`src/rtl/fight_round_ctrl.sv`:
```
// Match sequencer and hit arbiter for the two-player fighter: runs countdown,
// fight and KO phases, resolves landed hits into health and declares a winner.
module fight_round_ctrl #(
  parameter int MAX_HEALTH      = 100,
  parameter int DMG_KICK        = 10,
  parameter int DMG_PUNCH       = 5,
  parameter int DMG_CPUNCH      = 8,
  parameter int COOLDOWN_FRAMES = 20,
  parameter int READY_FRAMES    = 120,
  parameter int FRAMES_PER_SEC  = 60,
  parameter int FIGHT_SECONDS   = 99,
  parameter int END_FRAMES      = 180
) (
  input  logic       Clk,
  input  logic       Reset,
  input  logic       frame_tick,
  input  logic       start_btn,
  input  logic       collision,
  input  logic       kick1,
  input  logic       punch1,
  input  logic       crouchpunch1,
  input  logic       block1,
  input  logic       kick2,
  input  logic       punch2,
  input  logic       crouchpunch2,
  input  logic       block2,
  output logic       start,
  output logic [6:0] health1,
  output logic [6:0] health2,
  output logic [6:0] round_secs,
  output logic [1:0] winner,
  output logic       hit1,
  output logic       hit2,
  output logic [1:0] state
);

  typedef enum logic [1:0] {
    S_IDLE      = 2'b00,
    S_COUNTDOWN = 2'b01,
    S_FIGHT     = 2'b10,
    S_KO        = 2'b11
  } state_e;

  // One frame counter serves the countdown, the per-second timer and the KO hold.
  localparam int CNT_MAX = (READY_FRAMES > END_FRAMES) ?
                           ((READY_FRAMES > FRAMES_PER_SEC) ? READY_FRAMES : FRAMES_PER_SEC) :
                           ((END_FRAMES > FRAMES_PER_SEC) ? END_FRAMES : FRAMES_PER_SEC);
  localparam int CNT_W = $clog2(CNT_MAX + 1);
  localparam int CD_W  = $clog2(COOLDOWN_FRAMES + 1);

  localparam logic [CNT_W-1:0] READY_LAST = CNT_W'(READY_FRAMES - 1);
  localparam logic [CNT_W-1:0] SEC_LAST   = CNT_W'(FRAMES_PER_SEC - 1);
  localparam logic [CNT_W-1:0] END_LAST   = CNT_W'(END_FRAMES - 1);

  state_e            state_q, state_d;
  logic [CNT_W-1:0]  cnt_q;
  logic [CD_W-1:0]   cd1_q, cd2_q;
  logic              fight_tick, land1, land2, sec_wrap, start_d;
  logic [6:0]        dmg_to1, dmg_to2, health1_nxt, health2_nxt, secs_nxt;
  logic [1:0]        ko_winner;

  function automatic logic [6:0] attack_dmg(input logic kick, input logic cpunch,
                                            input logic punch, input logic def_block);
    logic [6:0] base;
    base = 7'd0;
    if (kick)        base = 7'(DMG_KICK);
    else if (cpunch) base = 7'(DMG_CPUNCH);
    else if (punch)  base = 7'(DMG_PUNCH);
    return def_block ? (base >> 1) : base;
  endfunction

  function automatic logic [6:0] sat_sub(input logic [6:0] h, input logic [6:0] d);
    return (d >= h) ? 7'd0 : (h - d);
  endfunction

  // Hit arbitration: both players are resolved from the same pre-tick health.
  always_comb begin
    fight_tick  = frame_tick && (state_q == S_FIGHT);
    land1       = fight_tick && collision && (cd1_q == '0) && (kick1 || crouchpunch1 || punch1);
    land2       = fight_tick && collision && (cd2_q == '0) && (kick2 || crouchpunch2 || punch2);
    dmg_to2     = land1 ? attack_dmg(kick1, crouchpunch1, punch1, block2) : 7'd0;
    dmg_to1     = land2 ? attack_dmg(kick2, crouchpunch2, punch2, block1) : 7'd0;
    health1_nxt = sat_sub(health1, dmg_to1);
    health2_nxt = sat_sub(health2, dmg_to2);
    sec_wrap    = (cnt_q == SEC_LAST);
    secs_nxt    = sec_wrap ? (round_secs - 7'd1) : round_secs;
  end

  always_ff @(posedge Clk or negedge Reset) begin
    if (!Reset) state_q <= S_IDLE;
    else        state_q <= state_d;
  end

  // NOTE: every always_comb output gets a default first so no path infers a latch.
  always_comb begin
    state_d = state_q;
    if (frame_tick) begin
      unique case (state_q)
        S_IDLE:      if (start_btn) state_d = S_COUNTDOWN;
        S_COUNTDOWN: if (cnt_q == READY_LAST) state_d = S_FIGHT;
        S_FIGHT:     if (health1_nxt == 7'd0 || health2_nxt == 7'd0 || secs_nxt == 7'd0)
                       state_d = S_KO;
        S_KO:        if (cnt_q == END_LAST) state_d = S_IDLE;
        default:     state_d = S_IDLE;
      endcase
    end
  end

  always_comb begin
    start_d = (state_q == S_FIGHT);
    if (health1_nxt == 7'd0 && health2_nxt == 7'd0) ko_winner = 2'b11;
    else if (health1_nxt == 7'd0)                   ko_winner = 2'b10;
    else if (health2_nxt == 7'd0)                   ko_winner = 2'b01;
    else if (health1_nxt > health2_nxt)             ko_winner = 2'b01;
    else if (health2_nxt > health1_nxt)             ko_winner = 2'b10;
    else                                            ko_winner = 2'b11;
  end

  assign state = state_q;

  // NOTE: registered state uses non-blocking assignments so every flop samples pre-edge values.
  always_ff @(posedge Clk or negedge Reset) begin
    if (!Reset) begin
      start      <= 1'b0;
      hit1       <= 1'b0;
      hit2       <= 1'b0;
      health1    <= 7'(MAX_HEALTH);
      health2    <= 7'(MAX_HEALTH);
      round_secs <= 7'(FIGHT_SECONDS);
      winner     <= 2'b00;
      cnt_q      <= '0;
      cd1_q      <= '0;
      cd2_q      <= '0;
    end else begin
      start <= start_d;
      hit1  <= land1;
      hit2  <= land2;
      if (frame_tick) begin
        unique case (state_q)
          S_IDLE: if (start_btn) begin
            health1    <= 7'(MAX_HEALTH);
            health2    <= 7'(MAX_HEALTH);
            round_secs <= 7'(FIGHT_SECONDS);
            winner     <= 2'b00;
            cnt_q      <= '0;
            cd1_q      <= '0;
            cd2_q      <= '0;
          end
          S_COUNTDOWN: cnt_q <= (cnt_q == READY_LAST) ? '0 : cnt_q + CNT_W'(1);
          S_FIGHT: begin
            health1    <= health1_nxt;
            health2    <= health2_nxt;
            round_secs <= secs_nxt;
            if (land1)              cd1_q <= CD_W'(COOLDOWN_FRAMES);
            else if (cd1_q != '0)   cd1_q <= cd1_q - CD_W'(1);
            if (land2)              cd2_q <= CD_W'(COOLDOWN_FRAMES);
            else if (cd2_q != '0)   cd2_q <= cd2_q - CD_W'(1);
            if (state_d == S_KO) begin
              winner <= ko_winner;
              cnt_q  <= '0;
            end else begin
              cnt_q  <= sec_wrap ? '0 : cnt_q + CNT_W'(1);
            end
          end
          S_KO:    cnt_q <= (cnt_q == END_LAST) ? '0 : cnt_q + CNT_W'(1);
          default: cnt_q <= '0;
        endcase
      end
    end
  end

endmodule
```
`config.mk`:
```
export PLATFORM = sky130hd
export DESIGN_NAME = fight_round_ctrl
export DESIGN_NICKNAME = d
export VERILOG_FILES = /design/src/rtl/fight_round_ctrl.sv
export SDC_FILE = /design/constraint.sdc
export NUM_CORES = 1
export LEC_CHECK = 0
export CAP_MARGIN = 20
export CORE_ASPECT_RATIO = 1.25
export CORE_MARGIN = 3
export CORE_UTILIZATION = 45
export CTS_BUF_LIST = sky130_fd_sc_hd__clkbuf_2
export DETAILED_ROUTE_END_ITERATION = 8
export GPL_ROUTABILITY_DRIVEN = 1
export PLACE_DENSITY = 0.69
export SYNTH_ARGS = -nofsm -noshare
export SYNTH_HDL_FRONTEND = slang
export SYNTH_SLANG_ARGS = --single-unit
```
`constraint.sdc`:
```
create_clock -name Clk -period 4.2 [get_ports Clk]
set_input_delay 1.05 -clock Clk [delete_from_list [all_inputs] [get_ports Clk]]
set_output_delay 1.05 -clock Clk [all_outputs]
set_load 0.03 [all_outputs]
```
==> results of run 1 <==
synthesized netlist by cell type (3+ instances only):
| library cell | instances | area [sq um] |
|---|---|---|
| sky130_fd_sc_hd__o21ai_0 | 32 | 160 |
| sky130_fd_sc_hd__o31ai_1 | 9 | 67.6 |
| sky130_fd_sc_hd__nor4_1 | 4 | 25.0 |
| sky130_fd_sc_hd__and3_1 | 4 | 25.0 |
| sky130_fd_sc_hd__nand2b_1 | 8 | 50.1 |
| sky130_fd_sc_hd__nand3_1 | 12 | 60.1 |
| sky130_fd_sc_hd__nand2_1 | 55 | 206 |
| sky130_fd_sc_hd__a21oi_1 | 17 | 85.1 |
| sky130_fd_sc_hd__a21oi_2 | 3 | 26.3 |
| sky130_fd_sc_hd__clkbuf_1 | 6 | 22.5 |
| sky130_fd_sc_hd__inv_1 | 20 | 75.1 |
| sky130_fd_sc_hd__and2_1 | 4 | 25.0 |
| sky130_fd_sc_hd__nor2_1 | 35 | 131 |
| sky130_fd_sc_hd__a31oi_1 | 3 | 18.8 |
| sky130_fd_sc_hd__o221ai_1 | 3 | 26.3 |
| sky130_fd_sc_hd__o211ai_1 | 3 | 22.5 |
| sky130_fd_sc_hd__dfstp_2 | 10 | 263 |
| sky130_fd_sc_hd__nor4b_1 | 3 | 26.3 |
| sky130_fd_sc_hd__nand4_1 | 7 | 43.8 |
| sky130_fd_sc_hd__nand3b_1 | 6 | 45.0 |
| sky130_fd_sc_hd__nor2b_1 | 12 | 75.1 |
| sky130_fd_sc_hd__xor2_1 | 4 | 35.0 |
| sky130_fd_sc_hd__dfrtp_1 | 36 | 901 |
| sky130_fd_sc_hd__o22ai_1 | 4 | 25.0 |
| sky130_fd_sc_hd__ha_1 | 23 | 288 |
| sky130_fd_sc_hd__nor3_1 | 9 | 45.0 |
| sky130_fd_sc_hd__o21ai_1 | 4 | 20.0 |
| sky130_fd_sc_hd__o22a_1 | 5 | 43.8 |
| sky130_fd_sc_hd__or2_2 | 4 | 25.0 |
| sky130_fd_sc_hd__xnor2_1 | 4 | 35.0 |
| sky130_fd_sc_hd__or3_1 | 5 | 31.3 |
sequential cells by signal, indices dropped and copies added (netlist names):
| register | cells |
|---|---|
| cd1_q | 5 |
| health2 | 7 |
| health1 | 7 |
| hit1 | 1 |
| winner | 2 |
| cd2_q | 5 |
| hit2 | 1 |
| state | 2 |
| round_secs | 7 |
| cnt_q | 8 |
| start | 1 |
metrics by stage:
| step | hold WS (ns) | worst slack, ns | power (uW) | setup TNS, ns |
|---|---|---|---|---|
| floorplan | 0.470 | -0.00778 | 692 | -0.00778 |
| global placement | 0.490 | -0.505 | 774 | -2.85 |
| detailed placement | 0.504 | -0.645 | 784 | -4.06 |
| CTS | 0.522 | 0.00775 | 971 | 0 |
| global route | 0.517 | -0.0913 | 1040 | -0.0913 |
| finish | 0.529 | 0.119 | 977 | 0 |
worst max-delay path by stage:
stage	slack [ns]	start	cells after the start	to
floorplan	-0.008	frame_tick	16	winner[0]
global placement	-0.51	frame_tick	17	winner[0]
detailed placement	-0.64	kick2	18	winner[0]
CTS	0.008	cd2_q[0]	18	winner[0]
global route	-0.09	cd1_q[0]	20	winner[0]
finish	0.12	block1	15	winner[0]
logic make-up after synthesis:
kind of cell / synth area share
and+or+nand+nor: 0.266
muxes: 0.0118
AOI/OAI and AO/OA: 0.225
DFF: 0.342
adders and majority gates: 0.0964
xor gates and xnor gates: 0.0206
buffers and inverters: 0.0383
cell usage in the layout (no fill, tap or decap), types with 4 or more instances in the layout:
cell / synthesis / layout
sky130_fd_sc_hd__buf_4: 0 / 62
sky130_fd_sc_hd__nand2_1: 55 / 54
sky130_fd_sc_hd__dfrtp_1: 36 / 36
sky130_fd_sc_hd__nor2_1: 35 / 30
sky130_fd_sc_hd__clkdlybuf4s50_1: 0 / 30
sky130_fd_sc_hd__o21ai_0: 32 / 29
sky130_fd_sc_hd__inv_1: 20 / 17
sky130_fd_sc_hd__ha_1: 23 / 17
sky130_fd_sc_hd__a21oi_1: 17 / 15
sky130_fd_sc_hd__nor2b_1: 12 / 12
sky130_fd_sc_hd__nand3_1: 12 / 12
sky130_fd_sc_hd__dfstp_2: 10 / 10
sky130_fd_sc_hd__clkbuf_2: 0 / 9
sky130_fd_sc_hd__nor3_1: 9 / 8
sky130_fd_sc_hd__o31ai_1: 9 / 8
sky130_fd_sc_hd__nand4_1: 7 / 7
sky130_fd_sc_hd__nand2b_1: 8 / 6
sky130_fd_sc_hd__o21ai_1: 4 / 6
sky130_fd_sc_hd__nand3b_1: 6 / 6
sky130_fd_sc_hd__o22a_1: 5 / 5
sky130_fd_sc_hd__or3_1: 5 / 4
sky130_fd_sc_hd__a21oi_2: 3 / 4
sky130_fd_sc_hd__nor2_2: 1 / 4
sky130_fd_sc_hd__and3_1: 4 / 4
sky130_fd_sc_hd__nor4_1: 4 / 4
sky130_fd_sc_hd__o22ai_1: 4 / 4
sky130_fd_sc_hd__ha_4: 0 / 4
cell type report:
cell class,instances,area [sq um]
Clock buffer,5,25.0
Timing Repair Buffer,102,846
Fill cell,631,2610
Clock inverter,3,11.3
Multi-Input combinational cell,325,2310
Sequential cell,46,1160
Inverter,20,75.1
Tap cell,90,113
report_power, final:
| group | total (uW) | switching [uW] | leakage, uW | internal (uW) |
|---|---|---|---|---|
| Sequential | 524 | 47.5 | 0.000556 | 476 |
| Combinational | 270 | 141 | 0.00142 | 129 |
| Clock | 183 | 148 | 0.0000255 | 35.7 |
critical path, stage by stage:
cell and delay [ns]:
sky130_fd_sc_hd__clkdlybuf4s50_1 0.55, sky130_fd_sc_hd__nor2b_1 0.20, sky130_fd_sc_hd__o21ai_2 0.07, sky130_fd_sc_hd__ha_1 0.34, sky130_fd_sc_hd__a21oi_2 0.18, sky130_fd_sc_hd__nand3b_1 0.09
sky130_fd_sc_hd__a2111o_1 0.52, sky130_fd_sc_hd__nand2_2 0.14, sky130_fd_sc_hd__ha_4 0.21, sky130_fd_sc_hd__a21o_1 0.15, sky130_fd_sc_hd__a21oi_1 0.13, sky130_fd_sc_hd__nor2b_1 0.06
sky130_fd_sc_hd__o31a_2 0.36, sky130_fd_sc_hd__a221oi_2 0.22, sky130_fd_sc_hd__mux2_4 0.17
routing by layer:
layer / share of wire / global-route usage
met5: 0 / 0
met3: 0.042 / 0.0285
met2: 0.53 / 0.409
met4: 0.018 / 0.0668
met1: 0.41 / 0.252
what timing repair did:
action	CTS	global route
pin swaps	19	21
hold endpoints to repair	0	0
buffers inserted	9	4
endpoints found under the setup margin	2	5
resized for setup	16	37
==> key figures, run 1 <==
Outcome
  • Run status: complete, no violations

Global route
  • Global-route wire length before repair: 15,300 um
  • Maximum number of pins on one net before global-route repair: 30
  • Total grt overflow: 0
  • Initial antenna violation count: 0
  • Number of global-route vias before repair: 3,362
  • Global-route total usage across every layer: 0.215

Routing
  • Drt total wl: 9270 um
  • Average vias per placed instance: 5.78
  • Routed WL per cell: 15.7 um
  • Drt pass-1 iters: 4
  • Vias post-DR: 3,417
  • Remaining antenna violation count: 0
  • Initial detailed-routing violation count: 116
  • Final routed DRC violation total: 0

Final layout
  • Area delta synth->final: 33.6%
  • Final design area excluding fillers: 4540 sq um
  • Post-layout utilization of the core: 0.635
  • Layout net count: 538
  • Layout cell share with drive strength beyond 1: 0.271
  • Inserted Diodes: 0
  • Final standard cell count with taps included and fillers excluded: 591

Clocking
  • Total CTS buffers: 5
  • Clock tree from TritonCTS: done
  • Number of levels in the clock H-tree: 2
  • Insertion delay of the later-clocked pin in the worst-skew pair: 0.42 ns
  • Hold_buf cts: 0
  • Clock tree sinks: 46
  • Clock Root Buffer: sky130_fd_sc_hd__clkbuf_2
  • Longest Clk Path Bufs: 2
  • Post-CTS clock slew at the launch and capture registers of the worst setup and hold paths: 0.25 ns

Setup path
  • Setup slack of the most critical reg-to-reg path: 0.15 ns
  • End of the worst register-to-register path: winner[0]
  • Endpoint arrival time on the critical path: 4.46 ns
  • Critical path data required time: 4.58 ns
  • Critical path start-end classification: input port to flip-flop
  • Startpoint of the worst-slack reg-to-reg timing path: cd1_q[0]
  • Critical-path maximum fanout: 7
  • Worst R2R Path Depth: 18
  • Sort of element at the end of the critical path: flip-flop
  • Critical Path Start Type: input port

Power and ir drop
  • Power density of the placed cells: 215 nW/um^2
  • Static leakage: 0.00200 uW
  • Worst IR drop on VDD: 0.205 mV

STA
  • Final critical-path required period: 4.08 ns
  • Max-slew violation count: 0
  • Maximum clock rate: 245 MHz
  • Finish-stage setup viols: 0
  • Final setup skew: 0.0186 ns
  • Slew of the pin with the lowest slew margin: 0.635 ns
  • Final hold violation count: 0
  • Share of the clock period used by the worst path after layout: 0.972
  • Slew margin rel.: 0.577

Logic synthesis
  • Synth Flop Type: sky130_fd_sc_hd__dfrtp_1
  • Synthesis-stage register bit count: 46
  • Synth unique cells: 68
  • Mapped Avg Cell Area: 8.46 sq um
  • Cells after synthesis: 402
  • Synthesized Nets: 440
  • Yosys warns: 0
  • Sequential area share after synthesis: 0.342
  • Synth async-reset ratio: 1.00
  • Netlist Area Pre-Place: 3400 sq um
  • Post-synth EDFFs: 0

Die
  • Die W: 83.7 um
  • Number of I/O pins: 41
  • Die Outline Area: 8640 sq um
  • Starting density of the core: 0.476
  • Site Rows: 34
  • Core region area: 7150 sq um
  • Die height: 103 um

Run
  • MaxCap Viol Count: 0

Placement
  • Cell count after placement: 570
  • Number of input and output port buffers inserted: 40
  • Placed inst area: 4250 sq um
  • Routability cong.: 0.818
  • Placed wire-length estimate after detailed placement: 6820 um

Worst hold path
  • Min-delay worst type: input port to async pin
No activity file was read; power rests on OpenSTA's default activity.
==> inputs of run 2 (changes only) <==
- PLACE_DENSITY: 0.69 -> 0.67
- clock period: 4.2 -> 5.2 ns (I/O delays scaled with it)
==> run 2 against run 1 <==
  * Sequential cell count did not move
  * Global-route usage is 2.0 points lower
  * First-iteration DRC count is 17% higher
  * Total power decreased by 12%
  * Sequential power down 19%
  * Worst hold slack gained 0.012 ns
  * Final cell count is 8.6% lower
  * Critical path depth is 1 higher
  * Combinational power fell by 30%
  * Sequential share of layout area increased by 3.2 points
  * Critical path type unchanged
==> key figures, run 2 (same netlist as run 1, synthesis figures left out) <==
Setup path
  • Critical-path maximum fanout: 6
  • Critical Path Start Type: input port
  • Critical path start-end classification: input port to flip-flop
  • Sort of element at the end of the critical path: flip-flop
  • Cell at the slowest stage of the critical path: sky130_fd_sc_hd__a2111o_1
  • Critical path data required time: 5.57 ns
  • Endpoint arrival time on the critical path: 5.13 ns
  • Largest stage delay, worst path: 0.51 ns
  • List of cells traversed by the critical path: clkdlybuf4s50_1 > and2_1 > nand4_1 > or3_1 > ha_1 > nor2_1 > a41oi_1 > a2111o_1 > nand2b_1 > ha_1 > nor2b_1 > o21ai_0 > a21oi_1 > o31a_2 > a221oi_1 > mux2_4
  • Crit-path most repeated cell: sky130_fd_sc_hd__ha_1

STA
  • Slew margin rel.: 0.277
  • Final critical-path required period: 4.75 ns
  • Slew of the pin with the lowest slew margin: 1.07 ns
  • Final hold violation count: 0
  • Final setup skew: 0.0152 ns
  • Finish-stage setup viols: 0
  • Final WS setup: 0.445 ns
  • Sum Neg Setup Slack: 0 ns
  • Max-slew violation count: 0
  • Unrepaired setup endpoints after global routing: no
  • Share of the clock period used by the worst path after layout: 0.914
  • Maximum clock rate: 210 MHz

Routing
  • Final routed DRC violation total: 0
  • Initial detailed-routing violation count: 136
  • Routed WL per cell: 15.5 um
  • Remaining antenna violation count: 0
  • Drt total wl: 8380 um
  • Drt pass-1 iters: 4
  • Average vias per placed instance: 5.84
  • Vias post-DR: 3,154

Power and ir drop
  • Cell Int Power: 598 uW
  • Power density of the placed cells: 213 nW/um^2
  • Comb power frac: 0.219
  • Worst IR drop on VDD: 0.132 mV
  • Clock network fraction of total power: 0.289
  • Static leakage: 0.00170 uW
  • Sw Ratio: 0.303
  • Sequential cell fraction of total power: 0.492
  • Net Sw Power: 260 uW

Clocking
  • Clock Root Buffer: sky130_fd_sc_hd__clkbuf_2
  • Longest Clk Path Bufs: 2
  • Insertion delay of the later-clocked pin in the worst-skew pair: 0.42 ns
  • Post-CTS clock slew at the launch and capture registers of the worst setup and hold paths: 0.23 ns
  • Number of levels in the clock H-tree: 2
  • Hold_buf cts: 0
  • Total CTS buffers: 5
  • Number of setup buffers added after CTS: 0
  • Clock tree from TritonCTS: done
  • Post_cts resized: 0
  • Clock tree sinks: 46

Die
  • Number of I/O pins: 41
  • Die W: 83.7 um
  • Core region area: 7150 sq um
  • Die Outline Area: 8640 sq um
  • Site Rows: 34
  • Starting density of the core: 0.476
  • Die height: 103 um

Global route
  • Maximum number of pins on one net before global-route repair: 47
  • Initial antenna violation count: 0
  • Global-route wire length before repair: 14,000 um
  • Number of global-route vias before repair: 3,088
  • Total grt overflow: 0
  • Global-route total usage across every layer: 0.195

Final layout
  • Most used cells in the layout excluding fill and tap cells: sky130_fd_sc_hd__nand2_1, sky130_fd_sc_hd__clkdlybuf4s50_1, sky130_fd_sc_hd__dfrtp_1
  • Layout net count: 487
  • Most common cell after layout, fill and taps aside: sky130_fd_sc_hd__nand2_1
  • Largest Register: cnt_q
  • Layout cell share with drive strength beyond 1: 0.113
  • Area delta synth->final: 18.7%
  • Inserted Diodes: 0
  • Max FFs per register: 8

Worst hold path
  • Min-delay worst type: flip-flop to flip-flop

Outcome
  • Run status: complete, no violations

Placement
  • Number of input and output port buffers inserted: 40
  • Placed wire-length estimate after detailed placement: 6350 um
  • Worst slack after detailed placement: 0.0193 ns
  • Routability cong.: 0.844

Run
  • MaxCap Viol Count: 0
run 2: final cells by class:
| class | count | area [sq um] |
|---|---|---|
| fillers | 674 | 3110 |
| multi-input cells | 325 | 2110 |
| flip-flops and latches | 46 | 1160 |
| repair buffers | 51 | 490 |
| well taps | 90 | 113 |
| inverters | 20 | 75.1 |
| clock inverters | 3 | 63.8 |
| clock buffers | 5 | 25.0 |
run 2: final timing paths:
check	from	endpoint	slack (ns)	depth (start not counted)
min in group asynchronous	Reset	health1[1]	0.79	1
min	round_secs[1]	round_secs[1]	0.54	2
min reg2reg	round_secs[1]	round_secs[1]	0.54	2
max reg2reg	cd2_q[0]	winner[0]	0.55	17
max in group asynchronous	Reset	health2[5]	3.82	2
max	frame_tick	winner[0]	0.45	16
run 2: routing by layer:
layer | track usage | up-vias | part of all wire | routed length (um)
met5 | 0 | - | 0 | 0
met4 | 0.0668 | 0 | 0.016 | 136
met3 | 0.0317 | 14 | 0.033 | 276
met2 | 0.359 | 57 | 0.51 | 4310
met1 | 0.233 | 1517 | 0.44 | 3660
li1 | - | 1566 | - | -
run 2: metrics by stage:
stage / cells / utilization / hold WS (ns) / power, uW / instance area, sq um
2_1_floorplan: 402 / - / 0.470 / 557 / 3400
5_1_grt: 540 / 0.565 / 0.561 / 904 / 4040
3_3_place_gp: 531 / 0.550 / 0.489 / 609 / 3930
6_report: 540 / 0.565 / 0.541 / 858 / 4040
3_5_place_dp: 531 / 0.550 / 0.506 / 614 / 3930
4_1_cts: 539 / 0.562 / 0.543 / 865 / 4020
run 2: power groups by stage:
stage / registers (uW) / clock network, uW / logic [uW]
floorplan: 423 / 0 / 135
global placement: 427 / 0 / 182
detailed placement: 428 / 0 / 186
CTS: 422 / 257 / 187
global route: 428 / 266 / 210
finish: 423 / 248 / 188
run 2: critical path: cells and delay by family:
kind	cells	cell delay, ns
compound gates	6	1.38
simple gates	6	1.18
fa+ha+maj	2	0.58
buf+inv	1	0.50
mux	1	0.19
